===== config.mk =====
export PLATFORM = sky130hd
export DESIGN_NAME = simple_splitter
export DESIGN_NICKNAME = d
export VERILOG_FILES = /design/src/rtl/simple_splitter.sv
export SDC_FILE = /design/constraint.sdc
export NUM_CORES = 1
export LEC_CHECK = 0
export CORE_AREA = 2 2 121 123
export DETAILED_ROUTE_END_ITERATION = 12
export DIE_AREA = 0 0 123 125
export PLACE_DENSITY_LB_ADDON = 0.3
export SYNTH_ARGS = -nofsm -noshare
export SYNTH_HDL_FRONTEND = slang
export SYNTH_SLANG_ARGS = --single-unit
export TNS_END_PERCENT = 1

===== constraint.sdc =====
create_clock -name clk -period 1.65 [get_ports clk]
set_input_delay 0.33 -clock clk [delete_from_list [all_inputs] [get_ports clk]]
set_output_delay 0.33 -clock clk [all_outputs]
set_load 0.01 [all_outputs]

===== src/rtl/simple_splitter.sv =====
// Wide-to-narrow stream downsizer: each accepted wide word is emitted LSB slice first,
// one narrow beat per cycle, with an optional short final word via din_beats.
module simple_splitter #(
    parameter int  DATA_IN_WIDTH  = 128,
    parameter int  DATA_OUT_WIDTH = 16,
    localparam int RATIO          = DATA_IN_WIDTH / DATA_OUT_WIDTH,
    localparam int CNT_W          = $clog2(RATIO)
) (
    input  logic                      clk,
    input  logic                      rstn,
    input  logic                      din_vld,
    output logic                      din_rdy,
    input  logic                      din_last,
    input  logic [CNT_W-1:0]          din_beats,
    input  logic [DATA_IN_WIDTH-1:0]  din,
    output logic                      dout_vld,
    output logic                      dout_last,
    output logic [DATA_OUT_WIDTH-1:0] dout
);

    typedef enum logic {IDLE, SHIFT} state_e;

    state_e                    state_q, state_d;
    logic [DATA_IN_WIDTH-1:0]  sreg_q, sreg_d;
    logic [CNT_W-1:0]          cnt_q, cnt_d;
    logic [CNT_W-1:0]          limit_q, limit_d;
    logic                      last_q, last_d;
    logic [DATA_OUT_WIDTH-1:0] dout_q, dout_d;
    logic                      at_limit;
    logic                      accept;

    assign at_limit = (cnt_q == limit_q);
    assign accept   = din_vld && din_rdy;

    always_ff @(posedge clk or negedge rstn) begin
        if (!rstn) begin
            state_q <= IDLE;
        end else begin
            state_q <= state_d;
        end
    end

    always_comb begin
        state_d = state_q;
        case (state_q)
            IDLE:    if (accept) state_d = SHIFT;
            SHIFT:   if (at_limit && !accept) state_d = IDLE;
            default: state_d = IDLE;
        endcase
    end

    always_comb begin
        din_rdy   = (state_q == IDLE) || at_limit;
        dout_vld  = (state_q == SHIFT);
        dout_last = (state_q == SHIFT) && last_q && at_limit;
        dout      = dout_q;
    end

    // Slice 0 goes straight to the output register on accept; cnt tracks the beat on dout.
    always_comb begin
        sreg_d  = sreg_q;
        cnt_d   = cnt_q;
        limit_d = limit_q;
        last_d  = last_q;
        dout_d  = dout_q;
        if (accept) begin
            sreg_d  = din >> DATA_OUT_WIDTH;
            dout_d  = din[DATA_OUT_WIDTH-1:0];
            cnt_d   = '0;
            limit_d = (din_beats == '0) ? CNT_W'(RATIO - 1) : din_beats - CNT_W'(1);
            last_d  = din_last;
        end else if (state_q == SHIFT && !at_limit) begin
            sreg_d = sreg_q >> DATA_OUT_WIDTH;
            dout_d = sreg_q[DATA_OUT_WIDTH-1:0];
            cnt_d  = cnt_q + CNT_W'(1);
        end
    end

    always_ff @(posedge clk or negedge rstn) begin
        if (!rstn) begin
            sreg_q  <= '0;
            cnt_q   <= '0;
            limit_q <= '0;
            last_q  <= 1'b0;
            dout_q  <= '0;
        end else begin
            sreg_q  <= sreg_d;
            cnt_q   <= cnt_d;
            limit_q <= limit_d;
            last_q  <= last_d;
            dout_q  <= dout_d;
        end
    end

endmodule


### Yosys cells after proc, flatten, opt, wreduce, memory -nomap -nowiden

Cells that the tools add are included.

* memory bits (writable): 0
* memories kept: 0
* output and inout bits: 19
* input bits: 135
* word-level logic and storage cells: 30
* register bits after elaboration: 152
* latch bits: 0
* ROM bits: 0

* reduce and logical (&&, ||, !) cells: 10
* multipliers: 0
* shift operators: 0
* bitwise operators: 1
* eq/ne operators: 1
* add/subtract/negate cells: 2
* order comparisons: 0
* muxes and demuxes: 10
* div/mod/pow operators: 0

Operators by type and width (number)
* 128-bit 2-to-1 mux: 2
* 16-bit 2-to-1 mux: 2
* 3-bit 2-to-1 mux: 3
* 1-bit logical AND: 5
* 3-bit by 1-bit adder with 3-bit output, second input constant: 1
* 3-bit == test: 1
* 3-bit zero test: 1
* 3-bit by 1-bit subtractor with 3-bit output, second input constant: 1
* 1-bit zero test: 2
* 1-bit 2-to-1 mux: 2
* 1-bit case mux with 2 select lines: 1
* 2-bit nonzero test: 1
* 1-bit logical OR: 1
* 1-bit NOT: 1

### Longest topological paths before layout

* depth after elaboration: 7
* gate-level depth with buffers: 7
* mapped depth without buffers: 5

### Worst setup path before layout

No wires, ideal clock.

* path kind: register -> output
* start: register cnt_q[0]
* end: output port din_rdy
* slack: -0.008 ns
* cell stages (with the launch flop): 6
* data required time: 1.320 ns
* path buffers: 2
* arrival time: 1.328 ns
* path through: dfrtp_1 -> xnor2_1 -> a31oi_4 -> inv_2 -> buf_6 -> buf_2

* cells in the longest elaborated chain, start to end: 2

Ends and longest elaborated chain
* from (decl): line 25 `logic [CNT_W-1:0] cnt_q, cnt_d;`
* from (signal assigned): line 88 `cnt_q <= cnt_d;`
* 3-bit == test: line 32 `assign at_limit = (cnt_q == limit_q);`
* 1-bit logical OR: line 53 `din_rdy = (state_q == IDLE) || at_limit;`
* to (decl): line 12 `output logic din_rdy,`

Every way passes these cells.

### Final worst setup path

* start: register cnt_q[2]
* end: output port din_rdy

The elaborated chain is that of the path after synthesis.

==> results by group <==
Die
  • IO Count: 154
  • Die W: 123 um
  • Core footprint: 14,200 sq um
  • Die ar.: 15,380 sq um
  • Die Y: 125 um
  • Initial Util: 43.49%
  • FP Rows: 44

Critical path
  • CP Max Fanout: 2
  • Slowest stage cell, crit path: dfrtp_1
  • CP Data Required Time: 1.32 ns
  • Critical setup path kind: reg2out
  • Crit end category: output pin
  • R2R Setup Slk: -0.15 ns
  • Critical path's largest stage delay: 0.41 ns
  • Worst endpoint data arrival time: 1.52 ns
  • Worst-path cell chain: xnor2_2 -> buf_4 -> a31oi_4 -> inv_6 -> buf_6
  • Startpoint Class: register

Logic synthesis
  • Ys Warns: 0
  • Flops & latches, synth: 136
  • Synthesized cell area: 6177 sq um
  • Share of Yosys cell area claimed by the top area cell type: 55.09%
  • Syn Inst Count: 577
  • Syn_nets: 715
  • Yosys cell types: 24
  • Synth top area cells: dfrtp_1 55%, mux2i_1 21%, a21oi_1 9.2%, nor2_1 7.8%, buf_2 1.5%
  • Dominant cell type by area after synthesis: dfrtp_1
  • Sequential share of the synthesized area: 55.09%
  • Syn Area/Cell: 10.71 sq um

Global route
  • Initial antenna violation count: 0
  • Total grt overflow: 0
  • Largest net degree at the start of global routing: 71
  • First-pass GRT wire length: 22,570 um
  • Vias in the first global route: 4,674
  • Total GRT Usage: 18.63%

Power and ir drop
  • Power Dens Cells: 2053 nW/um^2
  • VDD IR max: 0.001377 V
  • Overall Power: 18,190 uW
  • Leakage dissipation: 0.004169 uW

Detailed routing
  • DR iter-0 viols: 228
  • DRC: 0
  • Routed Antenna Nets: 0
  • DRT Pass-1 Iters: 4
  • Vias per cell: 4.995
  • Routed wire per std cell: 15.18 um
  • Total wire length: 14,170 um
  • Vias: 4,660

Clocking
  • CTS tree: yes
  • Worst-skew pair later-pin latency: 0.42 ns
  • CTS sink count: 136
  • Worst-path clk slew: 0.06 ns
  • CTS H-tree depth: 4
  • Worst-case clock buffer depth: 2
  • Total CTS buffers: 17
  • Root Buffer: clkbuf_16

STA
  • Setup Skew: 0.01328 ns
  • Final Hold Violating Endpoints: 0
  • Setup WS post-layout: -0.2049 ns
  • Peak Freq: 539.1 MHz
  • Final min period: 1.855 ns
  • Worst slew pin tran: 0.4179 ns
  • Final setup violation count: 60
  • Slew Viols, Final: 0
  • Setup TNS: -2.388 ns
  • Period utilization: 112.4%
  • RSZ-0062 raised after global routing: yes
  • Slew headroom: 72.14%

Placement
  • I/O Buffers: 153
  • HPWL Detailed: 9475 um
  • Place WS: -0.1918 ns
  • Gpl congestion: 0.7861

Status
  • Outcome: complete, but fails checks
  • Failing checks: setup timing

Cells and area
  • Area grow syn2layout: 43.49%
  • Total area of sequential cells: 3403 sq um
  • Share of cells above drive strength 1: 9.212%
  • Multi-input logic area: 2565 sq um
  • Total Nets Final: 874
  • Fillers: 1,141
  • N_diodes: 0

Min path
  • Hold crit path type: in2reg

Job
  • Max_cap viols: 0
cells in the final DEF (no fill, tap or decap), types with 2 or more instances in the layout:
cell type	Yosys	layout
buf_12	0	8
buf_16	0	2
nand2_1	3	3
clkdlybuf4s50_1	0	132
o32a_1	2	2
nor2_1	129	127
ha_1	3	3
clkbuf_8	0	6
nor2_2	0	2
mux2i_1	129	129
a21oi_1	114	114
clkbuf_1	13	3
o21ai_1	2	2
clkbuf_16	0	19
xnor2_2	0	3
inv_1	5	5
buf_6	1	5
buf_4	8	13
dlymetal6s2s_1	0	15
dfrtp_1	136	136
bufinv_16	0	5
nand3b_1	2	2
dlygate4sd2_1	0	2
critical path, delay by kind of cell (launching register included):
kind	cells	cell delay, ns
XOR/XNOR	1	0.16
flip-flops	1	0.41
buffers and inverters	3	0.30
AO/OA/AOI/OAI	1	0.23
registers in the layout (all words and copies together) (netlist names):
signal    cells
sreg_q      112
dout         16
cnt_q         3
limit_q       3
dout_vld      1
last_q        1
routing by layer:
metal | wire length [um] | GRT usage [%] | up-vias
met5 | 0 | 0 | -
met4 | 114 | 5.816 | 0
met3 | 1049 | 6.432 | 9
met2 | 6608 | 28.66 | 130
met1 | 6394 | 24.83 | 2206
li1 | - | - | 2315
Yosys cell counts:
| cell type | count |
|---|---|
| a21o_1 | 1 |
| dfrtp_1 | 136 |
| buf_2 | 18 |
| clkbuf_1 | 13 |
| buf_6 | 1 |
| nor2_1 | 129 |
| inv_2 | 1 |
| nand3_1 | 1 |
| nand2b_1 | 1 |
| nand3b_1 | 2 |
| and2_4 | 1 |
| buf_4 | 8 |
| nor3b_1 | 1 |
| a31oi_4 | 1 |
| a21oi_1 | 114 |
| buf_1 | 1 |
| ha_1 | 3 |
| nand2_1 | 3 |
| inv_1 | 5 |
| mux2_4 | 1 |
| o21ai_1 | 2 |
| mux2i_1 | 129 |
| xnor2_1 | 3 |
| o32a_1 | 2 |
cells by family (layout without fill, tap and decap cells):
kind of cell	Yosys count	in the layout	synth area share (%)
AO/OA/AOI/OAI	120	120	10.19
XOR/XNOR	3	3	0.4254
adder cells (fa/ha/maj)	3	3	0.6077
buffers and inverters	47	219	3.828
flip-flops	136	136	55.09
multiplexers	130	130	21.15
AND/OR/NAND/NOR	138	138	8.710
where the power goes:
part           internal (uW)  leakage [uW]  switching [uW]
logic                   3610       0.00219            4380
registers               5090       0.00165             874
clock network           2930      0.000327            1320
final cells by class:
cell class,instances,share of cell area [%]
multi-input cells,394,28.94
inverters,6,0.3106
clock buffers,26,5.858
repair buffers,181,22.12
clock inverters,6,1.779
flip-flops and latches,136,38.40
well taps,184,2.597
repair_timing:
item | in CTS | in global routing
setup buffers | 3 | 0
hold buffers | 1 | 0
endpoints found under the setup margin | 118 | 135
gates cloned | 0 | 2
gates resized for setup | 15 | 20
pin swaps | 5 | 2
endpoints found under the hold margin | 37 | 0
worst paths after layout:
path | startpoint | to | cells past startpoint
worst max-delay path | cnt_q[2] | din_rdy | 5
worst min-delay path | din_vld | limit_q[1] | 3
worst max register to register | limit_q[1] | last_q | 7
worst min register to register | sreg_q[109] | sreg_q[109] | 2
max in group asynchronous | rstn | sreg_q[0] | 3
min in group asynchronous | rstn | sreg_q[11] | 2
through the flow:
stage / cells / util, % / cell area (sq um) / hold WS (ns)
global route: 933 / 62.40 / 8864 / 0.3918
floorplan: 577 / - / 6185 / 0.03441
finish: 933 / 62.40 / 8864 / 0.3915
global placement: 895 / 56.54 / 8030 / 0.2709
detailed placement: 895 / 56.54 / 8030 / 0.2770
CTS: 931 / 61.61 / 8751 / 0.3731
Note: power is estimated with default switching activity, not from simulation.
